### src/rtl/irq_sequencer.sv
// irq_sequencer: queues button interrupt edges in arrival order and sequences core entry,
// register stacking, handler service, unstacking and return.
module irq_sequencer #(
    parameter int          FIFO_DEPTH    = 4,
    parameter int          STACK_REGS    = 31,
    parameter int          SYNC_STAGES   = 2,
    parameter logic [63:0] VECTOR_BASE   = 64'h0000_0000_0000_0100,
    parameter logic [63:0] VECTOR_STRIDE = 64'h40
) (
    input  logic        Clk,
    input  logic        Rst,
    input  logic [3:0]  external_button_in,
    input  logic [3:0]  irq_enable_in,
    input  logic        core_ack_in,
    input  logic        mret_in,
    output logic        interrupt_signal_out,
    output logic        stacking_signal_out,
    output logic        unstacking_signal_out,
    output logic        return_interrupt_signal_out,
    output logic [4:0]  stack_index_out,
    output logic [1:0]  irq_id_out,
    output logic [63:0] handler_pc_out,
    output logic        empty_fifo_signal_out,
    output logic        fifo_full_out,
    output logic [7:0]  dropped_count_out
);
    localparam int AW = $clog2(FIFO_DEPTH);
    localparam logic [4:0] LAST = 5'(STACK_REGS);

    typedef enum logic [2:0] {IDLE, REQ, STACK, SERVICE, UNSTACK, RETURN} state_e;

    state_e      state_q;
    logic [3:0]  sync_q [SYNC_STAGES];
    logic [3:0]  prev_q;
    logic [3:0]  pend_q, pend_d;
    logic [1:0]  fifo_q [FIFO_DEPTH];
    logic [AW-1:0] wr_q, rd_q;
    logic [AW:0] cnt_q;
    logic [7:0]  drop_q;
    logic        int_q, stk_q, unstk_q, ret_q;
    logic [4:0]  idx_q;
    logic [1:0]  id_q;
    logic [63:0] pc_q;
    logic [3:0]  edge_v, lost;
    logic [2:0]  lost_n;
    logic [8:0]  drop_sum;
    logic [1:0]  enq_id;
    logic        enq_v, full, pop;

    assign edge_v   = sync_q[SYNC_STAGES-1] & ~prev_q & irq_enable_in;
    // An edge landing on an already pending line is lost, even if that bit is leaving this cycle
    assign lost     = edge_v & pend_q;
    assign full     = cnt_q == (AW+1)'(FIFO_DEPTH);
    assign enq_v    = |pend_q & ~full;
    assign pop      = state_q == IDLE && cnt_q != '0;
    assign pend_d   = (pend_q & ~(enq_v ? 4'b1 << enq_id : 4'b0)) | (edge_v & ~pend_q);
    assign drop_sum = {1'b0, drop_q} + {6'b0, lost_n};

    always_comb begin
        enq_id = '0;
        lost_n = '0;
        for (int i = 3; i >= 0; i--) enq_id = pend_q[i] ? 2'(i) : enq_id;
        for (int i = 0; i < 4; i++) lost_n = lost_n + 3'(lost[i]);
    end

    always_ff @(posedge Clk) begin
        if (Rst) begin
            for (int s = 0; s < SYNC_STAGES; s++) sync_q[s] <= '0;
            prev_q <= '0;
            pend_q <= '0;
            drop_q <= '0;
        end else begin
            sync_q[0] <= external_button_in;
            for (int s = 1; s < SYNC_STAGES; s++) sync_q[s] <= sync_q[s-1];
            prev_q <= sync_q[SYNC_STAGES-1];
            pend_q <= pend_d;
            drop_q <= drop_sum[8] ? 8'hFF : drop_sum[7:0];
        end
    end

    always_ff @(posedge Clk) begin
        if (enq_v) fifo_q[wr_q] <= enq_id;
    end

    always_ff @(posedge Clk) begin
        if (Rst) begin
            wr_q  <= '0;
            rd_q  <= '0;
            cnt_q <= '0;
        end else begin
            wr_q  <= wr_q + AW'(enq_v);
            rd_q  <= rd_q + AW'(pop);
            cnt_q <= cnt_q + (AW+1)'(enq_v) - (AW+1)'(pop);
        end
    end

    always_ff @(posedge Clk) begin
        if (Rst) begin
            state_q <= IDLE;
            int_q   <= 1'b0;
            stk_q   <= 1'b0;
            unstk_q <= 1'b0;
            ret_q   <= 1'b0;
            idx_q   <= '0;
            id_q    <= '0;
            pc_q    <= '0;
        end else begin
            ret_q <= 1'b0;
            case (state_q)
                IDLE: if (pop) begin
                    state_q <= REQ;
                    id_q    <= fifo_q[rd_q];
                    int_q   <= 1'b1;
                end
                REQ: if (core_ack_in) begin
                    state_q <= STACK;
                    int_q   <= 1'b0;
                    stk_q   <= 1'b1;
                    idx_q   <= 5'd1;
                end
                STACK: if (idx_q == LAST) begin
                    state_q <= SERVICE;
                    stk_q   <= 1'b0;
                    idx_q   <= '0;
                    pc_q    <= VECTOR_BASE + 64'(id_q) * VECTOR_STRIDE;
                end else idx_q <= idx_q + 5'd1;
                SERVICE: if (mret_in) begin
                    state_q <= UNSTACK;
                    pc_q    <= '0;
                    unstk_q <= 1'b1;
                    idx_q   <= LAST;
                end
                UNSTACK: if (idx_q == 5'd1) begin
                    state_q <= RETURN;
                    unstk_q <= 1'b0;
                    idx_q   <= '0;
                    ret_q   <= 1'b1;
                end else idx_q <= idx_q - 5'd1;
                default: begin
                    state_q <= IDLE;
                    id_q    <= '0;
                end
            endcase
        end
    end

    assign interrupt_signal_out        = int_q;
    assign stacking_signal_out         = stk_q;
    assign unstacking_signal_out       = unstk_q;
    assign return_interrupt_signal_out = ret_q;
    assign stack_index_out             = idx_q;
    assign irq_id_out                  = id_q;
    assign handler_pc_out              = pc_q;
    assign empty_fifo_signal_out       = cnt_q == '0;
    assign fifo_full_out               = full;
    assign dropped_count_out           = drop_q;
endmodule

### config.mk
export PLATFORM = sky130hd
export DESIGN_NAME = irq_sequencer
export DESIGN_NICKNAME = d
export VERILOG_FILES = /design/src/rtl/irq_sequencer.sv
export SDC_FILE = /design/constraint.sdc
export NUM_CORES = 1
export LEC_CHECK = 0
export CORE_UTILIZATION = 47
export CTS_CLUSTER_SIZE = 16
export DETAILED_ROUTE_END_ITERATION = 12
export PLACE_DENSITY = 0.81
export SLEW_MARGIN = 5
export SYNTH_ARGS = -nofsm -noshare
export SYNTH_HDL_FRONTEND = slang
export SYNTH_SLANG_ARGS = --single-unit
### constraint.sdc
create_clock -name Clk -period 3 [get_ports Clk]
set_input_delay 0.45 -clock Clk [delete_from_list [all_inputs] [get_ports Clk]]
set_output_delay 0.45 -clock Clk [all_outputs]
set_load 0.01 [all_outputs]
* After elaboration in Yosys (flattened, before gate mapping)
Memory sizes are Yosys's and may differ from the RTL's. A register that Yosys moved wholly into a read port is not among the register bits.
Cells that the tools add are included.
** Storage, ports and cells
- Register bits after elaboration :: 101
- Memory bits (writable) :: 16
- Bits of input ports :: 12
- Output and inout bits :: 85
- Memories :: 2
** Operators by class
- Add/sub/neg operators :: 11
- Equality and inequality tests :: 12
- Shift operators :: 1
- Mux-type cells :: 40
- Bitwise operators :: 15
- Reductions and logical operators :: 19
** Memory list
- fifo_q :: words 4, width 2, rd ports 1, clocked after memory_dff 1, wr ports 1, line 36 : logic [1:0] fifo_q [FIFO_DEPTH];
- sync_q :: words 2, width 4, rd ports 2, clocked after memory_dff 0, wr ports 2, line 33 : logic [3:0] sync_q [SYNC_STAGES];
** Operators with widths (count)
- $mux 64 :: 2
- $pmux 64 s2 :: 1
- $and 4x4->4 :: 5
- $mux 5 :: 4
- $pmux 5 s4 :: 1
- $mux 3 :: 5
- $pmux 3 s5 :: 1
- $reduce_and 3->1 :: 5
- $mux 1 :: 12
- $mux 2 :: 6
- $mux 4 :: 3
- $not 4->4 :: 3
- $add 9x8->10 const A :: 1
- $ne 2x2->1 const B :: 5
- $add 8x3->9 :: 1
- $mux 8 :: 1
- $reduce_bool 2->1 :: 4
- $reduce_or 4->1 :: 2
- $add 3x1->3 :: 2
- $eq 3x2->1 const B :: 2
- $eq 3x3->1 const B :: 2
- $logic_not 3->1 :: 2
- $pmux 1 s2 :: 3
- $add 5x1->5 const B :: 1
- other kinds (20) :: 24

* Longest topological paths before layout
Gate-level depths: netlist of the first run.
- Word-level depth :: 9
- Mapped depth :: 12
- Gate-level depth less buffers :: 11

* Least setup slack after synthesis of the first run
OpenSTA, ideal clock, no wires.
- Path type :: input to register
- Start :: in irq_enable_in[0]
- End :: reg drop_q[0], in the netlist dropped_count_out[0]
- Setup time :: 71 ps
- Arrival :: 2380 ps
- Slack :: 549 ps
- Stages on the path :: 10
- Path buffers :: 0
- Cells stage by stage :: nand2_1 -> nor2_1 -> nand2_1 -> fa_1 -> fa_1 -> inv_1 -> fa_1 -> and2_1 -> nand4_1 -> a21oi_1
** Between the ends
- Word-level cells in the longest chain between the ends :: 7
** RTL lines
- start, declared :: line 13 : input logic [3:0] irq_enable_in,
- $and 4x4->4 :: line 50 : assign edge_v = sync_q[SYNC_STAGES-1] & ~prev_q & irq_enable_in;
- $and 4x4->4 :: line 52 : assign lost = edge_v & pend_q;
- $add 1x1->2 :: line 63 : for (int i = 0; i < 4; i++) lost_n = lost_n + 3'(lost[i]);
- $add 2x1->3 :: line 63
- $add 3x1->3 :: line 63
- $add 8x3->9 :: line 57 : assign drop_sum = {1'b0, drop_q} + {6'b0, lost_n};
- $mux 8 :: line 77 : drop_q <= drop_sum[8] ? 8'hFF : drop_sum[7:0];
- end signal, assigned :: line 77
- end, declared :: line 39 : logic [7:0] drop_q;
No other way between the ends.
A chain may end at the register's enable or synchronous reset.

* Final worst setup path of the first run
- Start :: in irq_enable_in[2]
- End :: reg drop_q[1], in the netlist dropped_count_out[1]
** Between the ends
- Word-level cells in the longest chain between the ends :: 6
** RTL lines (line)
- $and 4x4->4 :: 50
- $and 4x4->4 :: 52
- $add 2x1->3 :: 63
- $add 3x1->3 :: 63
- $add 8x3->9 :: 57
- $mux 8 :: 77
No other way between the ends.

==> results.cfg, run 1 <==
[critical_path]
critical_path_class = in -> reg
crit_required_ps = 3240
start_kind = primary input
reg2reg_depth = 11
crit_path_end_kind = flop
slowest_stage = fa_1
crit_chain = clkdlybuf4s50_1 > nand2_1 > nor2_1 > nand2_1 > fa_1 > fa_1 > inv_1 > fa_1 > and2_1 > nand4_1 > a21oi_1
crit_family = adder cells
timing.rr.end = cnt_q[2]$_SDFF_PP0_
path_common_cell = fa_1
cp.buffers_inverters = 2
cp_slowest_stage_delay_ps = 470
rrSetupSlack_ps = 510
worst-path-max-fanout = 5
rr_startpoint = cnt_q[1]$_SDFF_PP0_
arrival_ps = 2970

[power]
p_sw_uw = 695
swShare_pct = 32.6
p_per_area_nw_per_um2 = 635
ir_drop_uv = 366
seq_power_share_pct = 43.0
power_frac_comb_pct = 33.4
p_clk_share_pct = 23.6
p_int_uw = 1440
leakagePower_uw = 0.00134

[min_path]
min_delay_path_depth = 1
holdPathEnd = sync_q[0][5]$_SDFF_PP0_
min_from = sync_q[0][1]$_SDFF_PP0_
hold_class = reg -> reg

[yosys]
ys_warn_count = 0
synth_cell_types = 50
yosys.area.top_type = dfxtp_1
synth-edff-count = 8
yosysSeqAreaShare_pct = 39.7
synth-seq-cells = 56
syn_inst = 333
ys.flop_type = dfxtp_1
synth_top_area_share_pct = 31.7
syn_area_sq_um = 3030
synth_async_sr_flop_share_pct = 0
avgSynthCellArea_sq_um = 9.10
synthTopCellsByArea = dfxtp_1, buf_4, edfxtp_1

[placed_design]
placed_area_sq_um = 3250
hpwl_um = 3780
portBuffers = 35
place_congestion = 0.884

[clock_tree]
ctsHoldBuffers = 0
postCtsSetupRepairBufs = 0
ctsRootBufferMaster = clkbuf_8
clkSinkCount = 56
clk_latency_ps = 310
htreeDepth = 2
cts_buffers = 5
cts_tree = yes
clkTransAtPathRegs_ps = 100
cts_buffer_depth = 2
cts_resized = 0

[final_layout]
n_antenna_cell = 0
drive_above_1_share_pct = 5.41
num-fill-cells = 546
final_area_sq_um = 3360
layout.nets = 394
utilization_pct = 55.4
syn_to_final_growth_pct = 10.8

[drt]
postRouteAntennaNets = 0
num_vias = 2166
drt_first_pass_iters = 4
drt-total-wl_um = 5140
first_iter_violations = 66
via_per_inst = 4.87
wl_per_cell_um = 11.6
drc = 0

[sta]
final_max_slew_viol_count = 0
min_period_ps = 2730
clock-skew-final_ps = 2.41
setup_viol = 0
hold_viol_final = 0
hold_slack_ps = 447
relSlewSlack_pct = 56.8
rsz0062_at_grt = false
fin_crit_sh_pct = 91.1
finalSetupTns_ps = 0
fmax_ghz = 0.366
worstMarginPinSlew_ps = 639

[die]
row_count = 28
ios = 97
coreArea_sq_um = 6060
dieHeight_um = 82.3
die_x_um = 82.3
start_util_pct = 50.0
dieArea_sq_um = 6770

[run]
maxCapViolations = 0

[grt]
grt-ovfl-total = 0
grt_start_max_net_pins = 38
grt_util_all_layers_pct = 16.1
grt_pass1_vias = 1976
antenna_found_initial = 0
grt_pass1_wl_um = 8440

[status]
outcome = completed
==> kinds of logic (layout without fill, tap and decap cells) <==
kind of cell / Yosys count / count (layout) / synth area share, %
other: 1 / 61 / 0.124
multiplexers: 2 / 2 / 1.49
buffers and inverters: 86 / 63 / 18.3
AO/OA/AOI/OAI: 51 / 51 / 11.0
flip-flops: 56 / 56 / 39.7
adder cells (fa/ha/maj): 13 / 13 / 6.36
AND/OR/NAND/NOR: 116 / 116 / 20.7
XOR/XNOR: 8 / 8 / 2.31
==> power groups by stage <==
stage          Combinational, uW  Sequential (uW)  Clock (uW)
2_1_floorplan                537              932           0
3_3_place_gp                 686              930           0
3_5_place_dp                 709              934           0
4_1_cts                      716              917         514
5_1_grt                      804              932         544
6_report                     712              916         503
==> state kept, by name, summed over array words and instances, names as in the netlist <==
name,flops
dropped_count_out,8
irq_id_out,2
return_interrupt_signal_out,1
stacking_signal_out,1
rd_q,2
wr_q,2
stack_index_out,5
interrupt_signal_out,1
handler_pc_out,3
fifo_q,8
sync_q,8
cnt_q,3
unstacking_signal_out,1
prev_q,4
state_q,3
pend_q,4
==> placed cells by master, fill, tap and decap left out, drive strengths merged, types with 4 or more instances in the layout <==
cell,Yosys,routed
nand2,25,25
conb,1,61
a211oi,5,5
and3,4,4
dfxtp,48,48
ha,9,9
xnor2,5,5
nand3,7,7
clkdlybuf4s50,0,35
inv,13,14
o21ai,6,6
edfxtp,8,8
nor2b,18,18
buf,64,7
clkbuf,9,6
nand3b,4,4
fa,4,4
nor2,26,26
nor3,11,11
a21oi,19,19
nand2b,4,4
==> worst max path at each step <==
stage / start / end / slack (ps) / cells past startpoint
CTS: irq_enable_in[2] / dropped_count_out[1]$_SDFF_PP0_ / 280 / 11
floorplan: irq_enable_in[0] / dropped_count_out[0]$_SDFF_PP0_ / 550 / 10
detailed placement: irq_enable_in[2] / dropped_count_out[1]$_SDFF_PP0_ / -60 / 11
global route: irq_enable_in[0] / dropped_count_out[3]$_SDFF_PP0_ / 60 / 11
global placement: irq_enable_in[2] / dropped_count_out[0]$_SDFF_PP0_ / 30 / 11
finish: irq_enable_in[2] / dropped_count_out[1]$_SDFF_PP0_ / 270 / 11
==> cell type report <==
type / count / area [sq um] / area share [%]
Inverter: 13 / 48.8 / 1.45
Sequential cell: 56 / 1200 / 35.8
Clock inverter: 2 / 38.8 / 1.16
Multi-Input combinational cell: 251 / 1500 / 44.7
Tap cell: 75 / 93.8 / 2.80
Clock buffer: 6 / 72.6 / 2.16
Timing Repair Buffer: 42 / 403 / 12.0
==> metrics by stage <==
step / setup slack, ps / instances / power (uW)
2_1_floorplan: 549 / 393 / 1470
3_3_place_gp: 30.9 / 437 / 1620
3_5_place_dp: -55.0 / 437 / 1640
4_1_cts: 275 / 445 / 2150
5_1_grt: 59.1 / 445 / 2280
6_report: 268 / 445 / 2130
==> cell usage after synthesis (all sizes together) (2+ instances only) <==
master  instances
a21oi          19
inv            13
a31oi           3
nor4            3
o211ai          2
nand2b          4
a211o           2
edfxtp          8
nor4b           2
clkbuf          9
nand2          25
nand3           7
a22o            3
dfxtp          48
mux4            2
nand3b          4
xor2            3
fa              4
ha              9
or4b            2
xnor2           5
nor2b          18
and3            4
buf            64
nor3b           3
nor3           11
or3b            2
o31ai           3
a211oi          5
nor2           26
o21ai           6
a311oi          2
==> layer usage <==
layer | wire length [um] | global-route usage (%) | share of wire, % | vias up
met4 | 33 | 4.91 | 0.64 | 0
met5 | 0 | 0 | 0 | -
met2 | 2590 | 29.1 | 50 | 70
met3 | 249 | 3.74 | 4.8 | 6
li1 | - | - | - | 1092
met1 | 2270 | 18.7 | 44 | 998
Note: power is estimated with default switching activity, not from simulation.
==> inputs of run 2 (changes only) <==
==> constraint.sdc (replaced) <==
create_clock -name Clk -period 3 [get_ports Clk]
set_input_delay 0.45 -clock Clk [delete_from_list [all_inputs] [get_ports Clk]]
set_output_delay 0.45 -clock Clk [all_outputs]
set_load 0.005 [all_outputs]
==> results of run 2 <==
Same layout as run 1 (identical final DEF). Status: completed.
Main changes from that run: total power 2130 uW -> 2100 uW; worst IR drop on VDD 366 uV -> 360 uV
==> inputs of run 3 (changes only) <==
CAP_MARGIN = 0   (was not set)
SETUP_SLACK_MARGIN = 0.15   (was not set)
==> results.cfg, run 3 (same netlist as run 1, synthesis figures left out) <==
[power]
p_per_area_nw_per_um2 = 624
p_clk_share_pct = 24.0
leakagePower_uw = 0.00134
swShare_pct = 31.7
ir_drop_uv = 359
seq_power_share_pct = 43.6
p_int_uw = 1440
total_power_uw = 2100
p_sw_uw = 665
power_frac_comb_pct = 32.4

[drt]
wl_per_cell_um = 11.6
drc = 0
via_per_inst = 4.90
postRouteAntennaNets = 0
drt-total-wl_um = 5140
drt_first_pass_iters = 4
first_iter_violations = 84
num_vias = 2179

[critical_path]
cp_slowest_stage_delay_ps = 500
cp_num_cells = 11
crit_required_ps = 3240
cp.buffers_inverters = 2
arrival_ps = 2980
worst-path-max-fanout = 5
slowest_stage = fa_1
reg2reg_depth = 12
critical_path_class = in -> reg
crit_family = adder cells
crit_path_end_kind = flop
start_kind = primary input
crit_chain = clkdlybuf4s50_1 > nand2_1 > nor2_2 > nand2_1 > fa_1 > fa_2 > inv_1 > fa_1 > and2_4 > nand4_1 > a21oi_1

[min_path]
min_delay_path_depth = 1
hold_class = reg -> reg

[die]
row_count = 28
coreArea_sq_um = 6060
ios = 97
die_x_um = 82.3
dieArea_sq_um = 6770
start_util_pct = 50.0
dieHeight_um = 82.3

[clock_tree]
htreeDepth = 2
clkSinkCount = 56
cts_tree = yes
clkTransAtPathRegs_ps = 100
clk_latency_ps = 310
postCtsSetupRepairBufs = 0
cts_buffers = 5
ctsRootBufferMaster = clkbuf_8
cts_buffer_depth = 2

[final_layout]
mostFrequentLayoutCell = conb_1
final_cell_mix = conb_1, dfxtp_1, clkdlybuf4s50_1
final_area_sq_um = 3370
n_antenna_cell = 0
layout.nets = 394
syn_to_final_growth_pct = 11.2
drive_above_1_share_pct = 6.49
num-fill-cells = 552

[placed_design]
placed_area_sq_um = 3250
hpwl_um = 3780
portBuffers = 35
place_congestion = 0.884

[status]
outcome = completed

[run]
maxCapViolations = 0

[sta]
rsz0062_at_grt = false
min_period_ps = 2740
fmax_ghz = 0.366
hold_viol_final = 0
setup_viol = 0
clock-skew-final_ps = 3.33
final_max_slew_viol_count = 0
worstMarginPinSlew_ps = 668
fin_crit_sh_pct = 91.2
relSlewSlack_pct = 54.9

[grt]
grt_pass1_wl_um = 8440
grt_start_max_net_pins = 38
grt_pass1_vias = 1976
grt-ovfl-total = 0
antenna_found_initial = 0
grt_util_all_layers_pct = 16.1
==> run 3: final timing paths <==
path / startpoint / to / slack [ps]
worst max-delay path: irq_enable_in[2] / dropped_count_out[1]$_SDFF_PP0_ / 260
worst min-delay path: sync_q[0][1]$_SDFF_PP0_ / sync_q[0][5]$_SDFF_PP0_ / 450
worst max register to register: cnt_q[1]$_SDFF_PP0_ / cnt_q[2]$_SDFF_PP0_ / 520
worst min register to register: sync_q[0][1]$_SDFF_PP0_ / sync_q[0][5]$_SDFF_PP0_ / 450
==> run 3: power by group through the flow <==
stage / Clock [uW] / Combinational, uW / Sequential [uW]
after floorplan: 0 / 514 / 921
after global placement: 0 / 653 / 930
after detailed placement: 0 / 676 / 934
after CTS: 514 / 683 / 917
after global routing: 544 / 772 / 932
final: 504 / 681 / 916
==> run 3: per-stage QoR <==
step | worst slack [ps] | setup TNS, ps | utilization (%) | instances | hold slack, ps
3_3_place_gp | 30.9 | 0 | 53.6 | 437 | 419
5_1_grt | 159 | 0 | 55.6 | 445 | 470
2_1_floorplan | 552 | 0 | - | 393 | 414
6_report | 265 | 0 | 55.6 | 445 | 447
3_5_place_dp | -55.0 | -199 | 53.6 | 437 | 429
4_1_cts | 275 | 0 | 55.4 | 445 | 455
==> run 3: cell type report <==
class | count | area, sq um | share of cell area (%)
multi-input cells | 251 | 1510 | 44.8
flip-flops and latches | 56 | 1200 | 35.7
repair buffers | 42 | 403 | 12.0
well taps | 75 | 93.8 | 2.79
clock buffers | 6 | 72.6 | 2.15
inverters | 13 | 48.8 | 1.45
clock inverters | 2 | 38.8 | 1.15
==> run 3: routing by layer <==
metal / wire, um / share of wire [%] / GRT usage, %
met4: 68 / 1.3 / 4.91
met5: 0 / 0 / 0
met2: 2590 / 50 / 29.1
met1: 2220 / 43 / 18.7
met3: 259 / 5.0 / 3.74
==> run 3: repair_timing <==
item,CTS,global route
gates resized for setup,0,4
endpoints found under the setup margin,0,5
hold buffers,0,0
